==> src/rtl/flit_injector.sv <==
// flit_injector: injection-side network interface for a bufferless router's
// local port. Requests from the local core are queued in a DEPTH-entry
// circular FIFO; the head entry is presented to the router as a flit and is
// consumed when the router grants an injection slot. Each flit carries the
// age timestamp taken from a free-running counter at enqueue. A starvation
// flag rises once the head has waited STARVE_LIMIT consecutive ungranted
// cycles.
//
// Optional feature macro: CARPOOL_MC_EN
//   defined   : multicast list and flag are stored and forwarded; a multicast
//               request with an empty list is accepted, dropped, and flagged
//               with a one-cycle err_empty_list pulse.
//   undefined : req_mc/req_dst_list are ignored; inj_mc, inj_dst_list and
//               err_empty_list are held at 0.
//
// Ports:
//   clk, reset        sole clock; synchronous active-high reset
//   req_valid/ready   core request handshake
//   req_dst           unicast destination           (`DST_WIDTH)
//   req_dst_list      multicast destination bitmap  (`DST_LIST_WIDTH)
//   req_mc            request is multicast
//   req_data          payload                       (DATA_WIDTH)
//   inj_grant         router has a free local slot this cycle
//   inj_valid         head flit present
//   inj_dst, inj_dst_list, inj_mc, inj_time, inj_data   head flit fields
//   starve            head-of-line starvation indicator
//   err_empty_list    empty multicast list dropped (one-cycle pulse)

`ifndef DST_WIDTH
`define DST_WIDTH 4
`endif
`ifndef DST_LIST_WIDTH
`define DST_LIST_WIDTH 16
`endif

module flit_injector #(
  parameter int DEPTH        = 4,
  parameter int DATA_WIDTH   = 32,
  parameter int TIME_WIDTH   = 8,
  parameter int STARVE_LIMIT = 16
) (
  input  logic                       clk,
  input  logic                       reset,
  input  logic                       req_valid,
  output logic                       req_ready,
  input  logic [`DST_WIDTH-1:0]      req_dst,
  input  logic [`DST_LIST_WIDTH-1:0] req_dst_list,
  input  logic                       req_mc,
  input  logic [DATA_WIDTH-1:0]      req_data,
  input  logic                       inj_grant,
  output logic                       inj_valid,
  output logic [`DST_WIDTH-1:0]      inj_dst,
  output logic [`DST_LIST_WIDTH-1:0] inj_dst_list,
  output logic                       inj_mc,
  output logic [TIME_WIDTH-1:0]      inj_time,
  output logic [DATA_WIDTH-1:0]      inj_data,
  output logic                       starve,
  output logic                       err_empty_list
);

  localparam int AW = $clog2(DEPTH);
  localparam int OW = AW + 1;
  localparam logic [OW-1:0] FULL_OCC   = OW'(DEPTH);
  localparam logic [7:0]    STARVE_MAX = 8'(STARVE_LIMIT);

  logic [AW-1:0]         rd_ptr;
  logic [AW-1:0]         wr_ptr;
  logic [OW-1:0]         occ;
  logic [TIME_WIDTH-1:0] time_now;
  logic [7:0]            starve_cnt;

  logic [`DST_WIDTH-1:0]  mem_dst  [DEPTH];
  logic [TIME_WIDTH-1:0]  mem_time [DEPTH];
  logic [DATA_WIDTH-1:0]  mem_data [DEPTH];

  logic enq_fire;   // handshake completes
  logic enq_write;  // handshake completes and the entry is actually stored
  logic deq_fire;
  logic drop_req;

  // Flow control depends only on registered occupancy, never on inj_grant,
  // so a full FIFO cannot accept in the same cycle it frees an entry.
  assign req_ready = (occ != FULL_OCC);
  assign inj_valid = (occ != '0);
  assign enq_fire  = req_valid && req_ready;
  assign deq_fire  = inj_valid && inj_grant;
  assign enq_write = enq_fire && !drop_req;
  assign starve    = (starve_cnt == STARVE_MAX);

  always_ff @(posedge clk) begin
    if (enq_write) begin
      mem_dst[wr_ptr]  <= req_dst;
      mem_time[wr_ptr] <= time_now;
      mem_data[wr_ptr] <= req_data;
    end
  end

  always_ff @(posedge clk) begin
    if (reset) begin
      rd_ptr     <= '0;
      wr_ptr     <= '0;
      occ        <= '0;
      time_now   <= '0;
      starve_cnt <= '0;
    end else begin
      time_now <= time_now + TIME_WIDTH'(1);
      if (enq_write) wr_ptr <= wr_ptr + AW'(1);
      if (deq_fire)  rd_ptr <= rd_ptr + AW'(1);
      case ({enq_write, deq_fire})
        2'b10:   occ <= occ + OW'(1);
        2'b01:   occ <= occ - OW'(1);
        default: ;
      endcase
      // Counts ungranted cycles of the current head only; empty or a
      // dequeue restarts the count for the next head.
      if (deq_fire || !inj_valid) begin
        starve_cnt <= '0;
      end else if (starve_cnt != STARVE_MAX) begin
        starve_cnt <= starve_cnt + 8'd1;
      end
    end
  end

  // Head fields are forced to zero while empty so reset values are defined.
  assign inj_dst  = inj_valid ? mem_dst[rd_ptr]  : '0;
  assign inj_time = inj_valid ? mem_time[rd_ptr] : '0;
  assign inj_data = inj_valid ? mem_data[rd_ptr] : '0;

`ifdef CARPOOL_MC_EN
  logic [`DST_LIST_WIDTH-1:0] mem_list [DEPTH];
  logic                       mem_mc   [DEPTH];
  logic                       err_q;

  assign drop_req = req_mc && (req_dst_list == '0);

  always_ff @(posedge clk) begin
    if (enq_write) begin
      mem_list[wr_ptr] <= req_dst_list;
      mem_mc[wr_ptr]   <= req_mc;
    end
  end

  always_ff @(posedge clk) begin
    if (reset) begin
      err_q <= 1'b0;
    end else begin
      err_q <= enq_fire && drop_req;
    end
  end

  assign inj_dst_list   = inj_valid ? mem_list[rd_ptr] : '0;
  assign inj_mc         = inj_valid && mem_mc[rd_ptr];
  assign err_empty_list = err_q;
`else
  logic unused_mc_inputs;

  assign unused_mc_inputs = ^{req_mc, req_dst_list};
  assign drop_req         = 1'b0;
  assign inj_dst_list     = '0;
  assign inj_mc           = 1'b0;
  assign err_empty_list   = 1'b0;
`endif

endmodule

==> config.mk <==
export PLATFORM = sky130hd
export DESIGN_NAME = flit_injector
export DESIGN_NICKNAME = d
export VERILOG_FILES = /design/src/rtl/flit_injector.sv
export SDC_FILE = /design/constraint.sdc
export NUM_CORES = 1
export LEC_CHECK = 0
export CAP_MARGIN = 20
export CORE_UTILIZATION = 25
export DETAILED_ROUTE_END_ITERATION = 16
export GPL_ROUTABILITY_DRIVEN = 0
export PLACE_DENSITY = 0.51
export SKIP_LAST_GASP = 1
export SYNTH_ARGS = -nofsm -noshare
export SYNTH_HDL_FRONTEND = slang
export SYNTH_SLANG_ARGS = --single-unit
==> constraint.sdc <==
create_clock -name clk -period 6.3 [get_ports clk]
set_input_delay 1.575 -clock clk [delete_from_list [all_inputs] [get_ports clk]]
set_output_delay 1.575 -clock clk [all_outputs]
set_load 0.01 [all_outputs]
After elaboration in Yosys (flattened, before gate mapping)
Memory sizes are Yosys's and may differ from the RTL's. A register that Yosys moved wholly into a read port is not among the register bits.
Cells that the tools add are included.
- $add $sub $neg: 6
- $mul: 0
- div/mod/pow operators: 0
- magnitude comparators: 0
- eq/ne operators: 5
- shift operators: 0
- mux-type cells: 12
- bitwise gates (word level): 0
- reductions and logical operators: 7
- operators by type and width (kind ; number):
    $mux 32 ; 1
    $add 8x1->8 const B ; 2
    $mux 2 ; 6
    $eq 8x5->1 const B ; 1
    $mux 8 ; 1
    $ne 8x5->1 const B ; 1
    $pmux 3 s2 ; 1
    $add 2x1->2 const B ; 2
    $mux 4 ; 1
    $add 3x1->3 const B ; 1
    $ne 3x3->1 const B ; 1
    $reduce_bool 3->1 ; 1
    $sub 3x1->3 const B ; 1
    $eq 2x1->1 const B ; 1
    $eq 2x2->1 const B ; 1
    $logic_and 1x1->1 ; 2
    $mux 1 ; 2
    $reduce_bool 2->1 ; 1
    $reduce_or 2->1 ; 1
    $logic_not 1->1 ; 1
    $logic_or 1x1->1 ; 1
- flip-flop bits (word level): 23
- bits in latches: 0
- RAM bits: 176
- memory bits (read-only): 0
- bits of input ports: 57
- output and inout bits: 65
- memories kept: 3
- memories (memory ; depth ; width ; read ports ; clocked after memory_dff ; wr ports ; line ; text):
    mem_data ; 4 ; 32 ; 1 ; 1 ; 1 ; 74 ; logic [DATA_WIDTH-1:0] mem_data [DEPTH];
    mem_time ; 4 ; 8 ; 1 ; 1 ; 1 ; 73 ; logic [TIME_WIDTH-1:0] mem_time [DEPTH];
    mem_dst ; 4 ; 4 ; 1 ; 1 ; 1 ; 72 ; logic [`DST_WIDTH-1:0] mem_dst [DEPTH];

Longest topological paths before layout
Gate-level depths: netlist (run 1).
- depth in word-level cells: 4
- mapped depth: 9
- gate-level depth less buffers: 8

Least setup slack after synthesis (run 1)
Ideal clock, no wire load.
- kind: input -> register
- start point: input req_valid
- end point: memory mem_data[0][0] (enable)
- data arrival time: 2.928 ns
- data required time: 5.894 ns
- slack: 2.965 ns
- cell stages on the path: 2
- cells stage by stage: buf_1 -> and3_1
- word-level cells in the longest chain between the ends: 3
- ends and longest elaborated chain (what ; line ; text):
    start: declaration ; 44 ; input logic req_valid,
    $logic_and 1x1->1 ; 85 ; assign enq_fire = req_valid && req_ready;
    $mux 1 ; 91 ; if (enq_write) begin
    $mux 1 (implied by the code) ; 94 ; mem_data[wr_ptr] <= req_data;
    end: declaration ; 74 ;
Every way passes these cells.

==> results of run 1 <==
registers in the layout, summed over array words and instances (netlist names), named ones only:
register	cells
occ	3
mem_time	32
mem_dst	16
starve_cnt	8
mem_data	128
wr_ptr	2
rd_ptr	2
time_now	8
power by group through the flow:
| stage | registers (uW) | clock network (uW) | logic (uW) |
|---|---|---|---|
| after global routing | 1720 | 1290 | 1220 |
| after detailed placement | 1730 | 0 | 1150 |
| after floorplan | 1630 | 0 | 726 |
| final | 1690 | 1200 | 1120 |
| after global placement | 1720 | 0 | 1140 |
| after CTS | 1710 | 1240 | 1160 |
logic make-up after synthesis:
| kind of cell | Yosys count | share of synthesized area |
|---|---|---|
| AO/OA/AOI/OAI | 24 | 0.0204 |
| XOR/XNOR | 10 | 0.0109 |
| adder cells (fa/ha/maj) | 9 | 0.0150 |
| buffers and inverters | 46 | 0.0378 |
| flip-flops | 201 | 0.722 |
| multiplexers | 44 | 0.124 |
| other | 1 | 0.000468 |
| AND/OR/NAND/NOR | 94 | 0.0701 |
final cells by class:
type	instances	area, um2	share of cell area
Multi-Input combinational cell	199	2000	0.202
Inverter	9	33.8	0.00341
Clock buffer	33	623	0.0629
Clock inverter	6	52.6	0.00530
Sequential cell	201	5790	0.584
Tap cell	402	503	0.0507
Timing Repair Buffer	92	906	0.0914
cells in the mapped netlist, types with 2 or more instances:
library cell                 n  share of area
sky130_fd_sc_hd__edfxtp_1  176           0.66
sky130_fd_sc_hd__mux4_2     44           0.12
sky130_fd_sc_hd__nor2b_1    36          0.028
sky130_fd_sc_hd__dfxtp_1    25          0.062
sky130_fd_sc_hd__buf_4      18          0.017
sky130_fd_sc_hd__nor2_1     11         0.0052
sky130_fd_sc_hd__and2b_1     9         0.0084
sky130_fd_sc_hd__inv_1       9         0.0042
sky130_fd_sc_hd__ha_1        8          0.012
sky130_fd_sc_hd__nand3_1     8         0.0050
sky130_fd_sc_hd__or3_1       8         0.0062
sky130_fd_sc_hd__xor2_1      8         0.0087
sky130_fd_sc_hd__a21oi_1     7         0.0044
sky130_fd_sc_hd__o21ai_0     7         0.0044
sky130_fd_sc_hd__buf_6       6         0.0084
sky130_fd_sc_hd__nand2_1     6         0.0028
sky130_fd_sc_hd__clkbuf_1    5         0.0023
sky130_fd_sc_hd__and3_1      4         0.0031
sky130_fd_sc_hd__buf_2       4         0.0025
sky130_fd_sc_hd__nor3_1      4         0.0025
sky130_fd_sc_hd__a211oi_2    3         0.0047
sky130_fd_sc_hd__a21o_1      2         0.0019
sky130_fd_sc_hd__a21oi_2     2         0.0022
sky130_fd_sc_hd__buf_1       2        0.00094
sky130_fd_sc_hd__nor3_2      2         0.0025
sky130_fd_sc_hd__o31ai_1     2         0.0019
sky130_fd_sc_hd__xnor2_1     2         0.0022
stage by stage:
stage               cell area, um2  instances
floorplan                     8080        446
global placement              9240        903
detailed placement            9240        903
CTS                           9910        942
global route                  9910        942
finish                        9910        942
path summary, 6_finish.rpt:
check	startpoint	end	depth (start not counted)
max	flip-flop	inj_data[1]	3
min	starve_cnt[1]$_SDFFE_PP0N_	starve_cnt[1]$_SDFFE_PP0N_	2
max reg2reg	occ[2]$_SDFFE_PP0P_	occ[2]$_SDFFE_PP0P_	8
min reg2reg	starve_cnt[1]$_SDFFE_PP0N_	starve_cnt[1]$_SDFFE_PP0N_	2
worst max-delay path, cell delays in order (launching register included):
cell	delay (ns)
sky130_fd_sc_hd__dfxtp_4	0.98
sky130_fd_sc_hd__mux4_2	0.59
sky130_fd_sc_hd__nor2b_1	0.15
sky130_fd_sc_hd__clkdlybuf4s50_1	0.55
per-layer routing:
| layer | track usage | wire length (um) | share of wire | vias up |
|---|---|---|---|---|
| met1 | 0.107 | 6060 | 0.40 | 2055 |
| met5 | 0 | 0 | 0 | - |
| li1 | - | - | - | 1820 |
| met2 | 0.175 | 8080 | 0.53 | 99 |
| met4 | 0.0315 | 259 | 0.017 | 0 |
| met3 | 0.0258 | 930 | 0.061 | 19 |
==> flow_results.xml, run 1 <==
<?xml version="1.0" encoding="UTF-8"?>
<metrics>
  <group name="outcome">
    <metric name="result_of_the_run" unit="">finished, final reports clean</metric>
  </group>
  <group name="sta">
    <metric name="timing.final.ws_setup" unit="ns">1.96</metric>
    <metric name="report.final.setup_viol" unit="">0</metric>
    <metric name="post-route-period-util" unit="">0.689</metric>
    <metric name="final.setup_skew" unit="ns">0.0112</metric>
    <metric name="finalWorstPathRequiredPeriod" unit="ns">4.34</metric>
    <metric name="worst_slew_pin_slew" unit="ns">0.955</metric>
    <metric name="finalSetupTns" unit="ns">0</metric>
    <metric name="fmaxAchievable" unit="MHz">230</metric>
    <metric name="timing_max_transition_violations_final" unit="">0</metric>
    <metric name="finalHoldViolCount" unit="">0</metric>
    <metric name="timing.max_slew.rel_slack" unit="">0.364</metric>
    <metric name="rsz0062_at_grt" unit="">no</metric>
    <metric name="hold_ws" unit="ns">0.510</metric>
  </group>
  <group name="detailed_routing">
    <metric name="via_count" unit="">3993</metric>
    <metric name="drt.antenna.violating_nets" unit="">0</metric>
    <metric name="drt_first_iter_violations" unit="">193</metric>
    <metric name="drt_first_pass_iters" unit="">4</metric>
    <metric name="routedWlPerCell" unit="um">16.3</metric>
    <metric name="routed_via_density" unit="">4.24</metric>
    <metric name="drt_drc_violations_left" unit="">0</metric>
    <metric name="finalWirelength" unit="um">15300</metric>
  </group>
  <group name="clock_tree">
    <metric name="cts_setup_buffers" unit="">0</metric>
    <metric name="cts_max_level" unit="">1</metric>
    <metric name="clk-insertion-delay-late" unit="ns">0.49</metric>
    <metric name="clock_tree.buffer_depth" unit="">3</metric>
    <metric name="cts_tree" unit="">yes</metric>
    <metric name="tritoncts_buffer_count" unit="">22</metric>
    <metric name="hold_buffers" unit="">0</metric>
    <metric name="clk_transition_reported_paths" unit="ns">0.06</metric>
    <metric name="cts_resized" unit="">0</metric>
    <metric name="cts_root_buffer" unit="">sky130_fd_sc_hd__clkbuf_16</metric>
    <metric name="cts.sink_count" unit="">201</metric>
  </group>
  <group name="power_and_ir_drop">
    <metric name="design_power_total" unit="uW">4010</metric>
    <metric name="cellInternalPower" unit="uW">2930</metric>
    <metric name="combPwrFrac" unit="">0.279</metric>
    <metric name="switching_power" unit="uW">1070</metric>
    <metric name="clockPowerShare" unit="">0.298</metric>
    <metric name="p_leak" unit="uW">0.00316</metric>
    <metric name="power-per-cell-area" unit="nW/um2">404</metric>
    <metric name="sequentialPowerShare" unit="">0.423</metric>
    <metric name="sw_frac_of_total" unit="">0.268</metric>
    <metric name="peakVddDrop" unit="uV">158</metric>
  </group>
  <group name="floorplan">
    <metric name="initial_core_util" unit="">0.254</metric>
    <metric name="count_of_standard_cell_rows" unit="">65</metric>
    <metric name="die_width" unit="um">181</metric>
    <metric name="die_footprint" unit="um2">32800</metric>
    <metric name="io_pins" unit="">122</metric>
    <metric name="die_height" unit="um">181</metric>
    <metric name="floorplan.core_area" unit="um2">31600</metric>
  </group>
  <group name="finish">
    <metric name="layout_common_cells" unit="">sky130_fd_sc_hd__edfxtp_1, sky130_fd_sc_hd__clkdlybuf4s50_1, sky130_fd_sc_hd__mux4_2</metric>
    <metric name="final_nets" unit="">591</metric>
    <metric name="layout_cells_sized_above_1" unit="">0.170</metric>
    <metric name="post-route-util" unit="">0.314</metric>
    <metric name="layout.filler_cells" unit="">3046</metric>
    <metric name="layout-area-overhead-vs-synth" unit="%">23.6</metric>
    <metric name="layout_commonest_cell" unit="">sky130_fd_sc_hd__edfxtp_1</metric>
    <metric name="diodes" unit="">0</metric>
  </group>
  <group name="grt">
    <metric name="grt_pass1_vias" unit="">4361</metric>
    <metric name="pin_count_of_the_biggest_net_entering_global_routing" unit="">46</metric>
    <metric name="overflow" unit="">0</metric>
    <metric name="antenna_found_initial" unit="">1</metric>
    <metric name="grt_first_pass_wirelength" unit="um">24000</metric>
    <metric name="total_global_routing_track_utilization" unit="">0.0954</metric>
  </group>
  <group name="min_path">
    <metric name="hold_path.class" unit="">reg2reg</metric>
  </group>
  <group name="synthesis">
    <metric name="number_of_instances_in_the_synthesized_netlist" unit="">429</metric>
    <metric name="edff_count_synth" unit="">176</metric>
    <metric name="synth.yosys.seq_area_share" unit="">0.722</metric>
    <metric name="yosys_most_used_dff" unit="">sky130_fd_sc_hd__edfxtp_1</metric>
    <metric name="ys_seq_elements" unit="">201</metric>
    <metric name="syn-cell-area" unit="um2">8020</metric>
    <metric name="async_reset_ff_frac" unit="">0</metric>
    <metric name="ys_warn_count" unit="">0</metric>
    <metric name="syn-mean-instance-area" unit="um2">18.7</metric>
    <metric name="synth.distinct_cells" unit="">38</metric>
  </group>
  <group name="run">
    <metric name="max_cap_violations" unit="">0</metric>
  </group>
  <group name="placement">
    <metric name="port-buffer-count" unit="">86</metric>
    <metric name="pre_cts_ws" unit="ns">2.33</metric>
    <metric name="post_detail_place_hpwl" unit="um">8860</metric>
  </group>
  <group name="setup_path">
    <metric name="crit_required" unit="ns">4.72</metric>
    <metric name="start_kind" unit="">flip-flop</metric>
    <metric name="timing.critical_path.arrival" unit="ns">2.77</metric>
    <metric name="criticalPathCategory" unit="">reg2out</metric>
    <metric name="reg2reg_slack" unit="ns">3.79</metric>
    <metric name="timing.critical_path.fanout_max" unit="">44</metric>
    <metric name="endpoint_kind" unit="">output port</metric>
  </group>
</metrics>
Power figures use the tool's default switching activity.
==> run 2, diff against run 1 <==
- PLACE_DENSITY: 0.51 -> 0.53
- clock period: 6.3 -> 3.5 ns (I/O delays scaled with it)
==> flow_results.xml, run 2 (same netlist as run 1, synthesis figures left out) <==
<?xml version="1.0" encoding="UTF-8"?>
<metrics>
  <group name="clock_tree">
    <metric name="cts_setup_buffers" unit="">0</metric>
    <metric name="clock_tree.buffer_depth" unit="">3</metric>
    <metric name="clk-insertion-delay-late" unit="ns">0.50</metric>
    <metric name="hold_buffers" unit="">0</metric>
    <metric name="tritoncts_buffer_count" unit="">23</metric>
    <metric name="cts_tree" unit="">yes</metric>
    <metric name="clk_transition_reported_paths" unit="ns">0.06</metric>
    <metric name="cts_max_level" unit="">1</metric>
    <metric name="cts_resized" unit="">0</metric>
    <metric name="cts_root_buffer" unit="">sky130_fd_sc_hd__clkbuf_16</metric>
    <metric name="cts.sink_count" unit="">201</metric>
  </group>
  <group name="sta">
    <metric name="post-route-period-util" unit="">0.959</metric>
    <metric name="report.final.setup_viol" unit="">0</metric>
    <metric name="finalHoldViolCount" unit="">0</metric>
    <metric name="finalWorstPathRequiredPeriod" unit="ns">3.36</metric>
    <metric name="fmaxAchievable" unit="MHz">298</metric>
    <metric name="timing_max_transition_violations_final" unit="">0</metric>
    <metric name="final.setup_skew" unit="ns">0.0173</metric>
    <metric name="finalSetupTns" unit="ns">0</metric>
    <metric name="rsz0062_at_grt" unit="">no</metric>
  </group>
  <group name="placement">
    <metric name="post_detail_place_hpwl" unit="um">9900</metric>
    <metric name="placed_cell_area" unit="um2">9360</metric>
    <metric name="dp.cells" unit="">908</metric>
    <metric name="port-buffer-count" unit="">86</metric>
  </group>
  <group name="finish">
    <metric name="largest_register_ff_count" unit="">128</metric>
    <metric name="layout.cells.non_filler" unit="">949</metric>
    <metric name="largest-register" unit="">mem_data</metric>
    <metric name="final_nets" unit="">597</metric>
    <metric name="layout.filler_cells" unit="">3037</metric>
    <metric name="diodes" unit="">0</metric>
    <metric name="layout_cells_sized_above_1" unit="">0.188</metric>
    <metric name="area_used_by_multi_input_combinational_logic" unit="um2">2000</metric>
    <metric name="layout_common_cells" unit="">sky130_fd_sc_hd__edfxtp_1, sky130_fd_sc_hd__clkdlybuf4s50_1, sky130_fd_sc_hd__mux4_2</metric>
    <metric name="post-route-util" unit="">0.320</metric>
    <metric name="layout-area-overhead-vs-synth" unit="%">25.8</metric>
    <metric name="register_area" unit="um2">5790</metric>
    <metric name="top_regs" unit="">mem_data x128, mem_time x32, mem_dst x16</metric>
    <metric name="finish.instance_area" unit="um2">10100</metric>
    <metric name="layout_commonest_cell" unit="">sky130_fd_sc_hd__edfxtp_1</metric>
  </group>
  <group name="setup_path">
    <metric name="reg2reg_slack" unit="ns">1.13</metric>
    <metric name="cp_top_family" unit="">buffers and inverters</metric>
    <metric name="worst_path_max_delay_cell" unit="">sky130_fd_sc_hd__mux4_2</metric>
    <metric name="crit_required" unit="ns">2.62</metric>
    <metric name="worst_setup_path_endpoint" unit="">inj_dst[0]</metric>
    <metric name="critPathBufInv" unit="">2</metric>
    <metric name="worstRegToRegCells" unit="">8</metric>
    <metric name="r2r-end" unit="">occ[2]$_SDFFE_PP0P_</metric>
    <metric name="cp.depth" unit="">4</metric>
    <metric name="endpoint_kind" unit="">output port</metric>
    <metric name="start_kind" unit="">flip-flop</metric>
    <metric name="max_stage_delay" unit="ns">0.52</metric>
    <metric name="critical_path.reg2reg.startpoint" unit="">occ[2]$_SDFFE_PP0P_</metric>
    <metric name="timing.critical_path.arrival" unit="ns">2.48</metric>
    <metric name="criticalPathCategory" unit="">reg2out</metric>
    <metric name="worstPathCellList" unit="">buf_16 -&gt; mux4_2 -&gt; and2b_1 -&gt; clkdlybuf4s50_1</metric>
    <metric name="timing.critical_path.fanout_max" unit="">22</metric>
  </group>
  <group name="detailed_routing">
    <metric name="drt_first_pass_iters" unit="">4</metric>
    <metric name="routedWlPerCell" unit="um">17.2</metric>
    <metric name="drt_drc_violations_left" unit="">0</metric>
    <metric name="routed_via_density" unit="">4.27</metric>
    <metric name="finalWirelength" unit="um">16300</metric>
    <metric name="via_count" unit="">4049</metric>
    <metric name="drt_first_iter_violations" unit="">146</metric>
    <metric name="drt.antenna.violating_nets" unit="">0</metric>
  </group>
  <group name="power_and_ir_drop">
    <metric name="p_leak" unit="uW">0.00324</metric>
    <metric name="peakVddDrop" unit="uV">402</metric>
    <metric name="power-per-cell-area" unit="nW/um2">738</metric>
  </group>
  <group name="floorplan">
    <metric name="die_height" unit="um">181</metric>
    <metric name="die_footprint" unit="um2">32800</metric>
    <metric name="count_of_standard_cell_rows" unit="">65</metric>
    <metric name="floorplan.core_area" unit="um2">31600</metric>
    <metric name="initial_core_util" unit="">0.254</metric>
    <metric name="io_pins" unit="">122</metric>
    <metric name="die_width" unit="um">181</metric>
  </group>
  <group name="min_path">
    <metric name="hold_path.class" unit="">reg2reg</metric>
  </group>
  <group name="grt">
    <metric name="total_global_routing_track_utilization" unit="">0.101</metric>
    <metric name="overflow" unit="">0</metric>
    <metric name="antenna_found_initial" unit="">1</metric>
    <metric name="pin_count_of_the_biggest_net_entering_global_routing" unit="">47</metric>
    <metric name="grt_first_pass_wirelength" unit="um">25500</metric>
    <metric name="grt_pass1_vias" unit="">4446</metric>
  </group>
  <group name="run">
    <metric name="max_cap_violations" unit="">0</metric>
  </group>
  <group name="outcome">
    <metric name="result_of_the_run" unit="">finished, final reports clean</metric>
  </group>
</metrics>
-- run 2: worst reg2reg max path, stage by stage (launching register included) --
cell and delay, ns:
sky130_fd_sc_hd__dfxtp_1 0.43, sky130_fd_sc_hd__or3b_1 0.53, sky130_fd_sc_hd__nand2_1 0.13, sky130_fd_sc_hd__ha_1 0.18, sky130_fd_sc_hd__inv_1 0.06, sky130_fd_sc_hd__fa_1 0.37, sky130_fd_sc_hd__xor2_1 0.16, sky130_fd_sc_hd__or3_1 0.30
sky130_fd_sc_hd__a21oi_1 0.14
-- run 2: final cells by class --
cell class                      instances  area share
Multi-Input combinational cell        199       0.199
Sequential cell                       201       0.574
Inverter                                9     0.00335
Clock inverter                         10     0.00794
Clock buffer                           31      0.0630
Tap cell                              402      0.0499
Timing Repair Buffer                   97       0.103
-- run 2: where the power goes --
| part | switching [uW] | internal [uW] | leakage [uW] | total, uW |
|---|---|---|---|---|
| Clock | 899 | 1340 | 0.000356 | 2240 |
| Sequential | 121 | 2830 | 0.00183 | 2950 |
| Combinational | 1010 | 1240 | 0.00106 | 2250 |
| Total | 2030 | 5410 | 0.00324 | 7440 |
-- run 2: how the worst min path moves through the flow --
| stage | start | end | slack (ns) | cells after the start |
|---|---|---|---|---|
| after global routing | time_now[7]$_SDFF_PP0_ | mem_time[0][7]$_DFFE_PP_ | 0.55 | 0 |
| after floorplan | time_now[0]$_SDFF_PP0_ | time_now[0]$_SDFF_PP0_ | 0.45 | 1 |
| after CTS | time_now[0]$_SDFF_PP0_ | time_now[0]$_SDFF_PP0_ | 0.52 | 1 |
| after global placement | time_now[0]$_SDFF_PP0_ | time_now[0]$_SDFF_PP0_ | 0.49 | 1 |
| final | time_now[0]$_SDFF_PP0_ | time_now[0]$_SDFF_PP0_ | 0.51 | 1 |
| after detailed placement | time_now[0]$_SDFF_PP0_ | time_now[0]$_SDFF_PP0_ | 0.50 | 1 |
-- run 2: layer usage --
layer  wire length, um  track usage
met1              6860        0.121
met2              8270        0.180
met3               923       0.0246
met4               270       0.0285
met5                13            0
-- run 2: per-stage QoR --
stage                     power (uW)  worst slack, ns  hold slack (ns)
final                           7440            0.143            0.506
after global placement          5290            0.580            0.490
after floorplan                 4240            0.865            0.453
after CTS                       7610           0.0397            0.517
after global routing            7850          0.00331            0.545
after detailed placement        5320            0.592            0.503
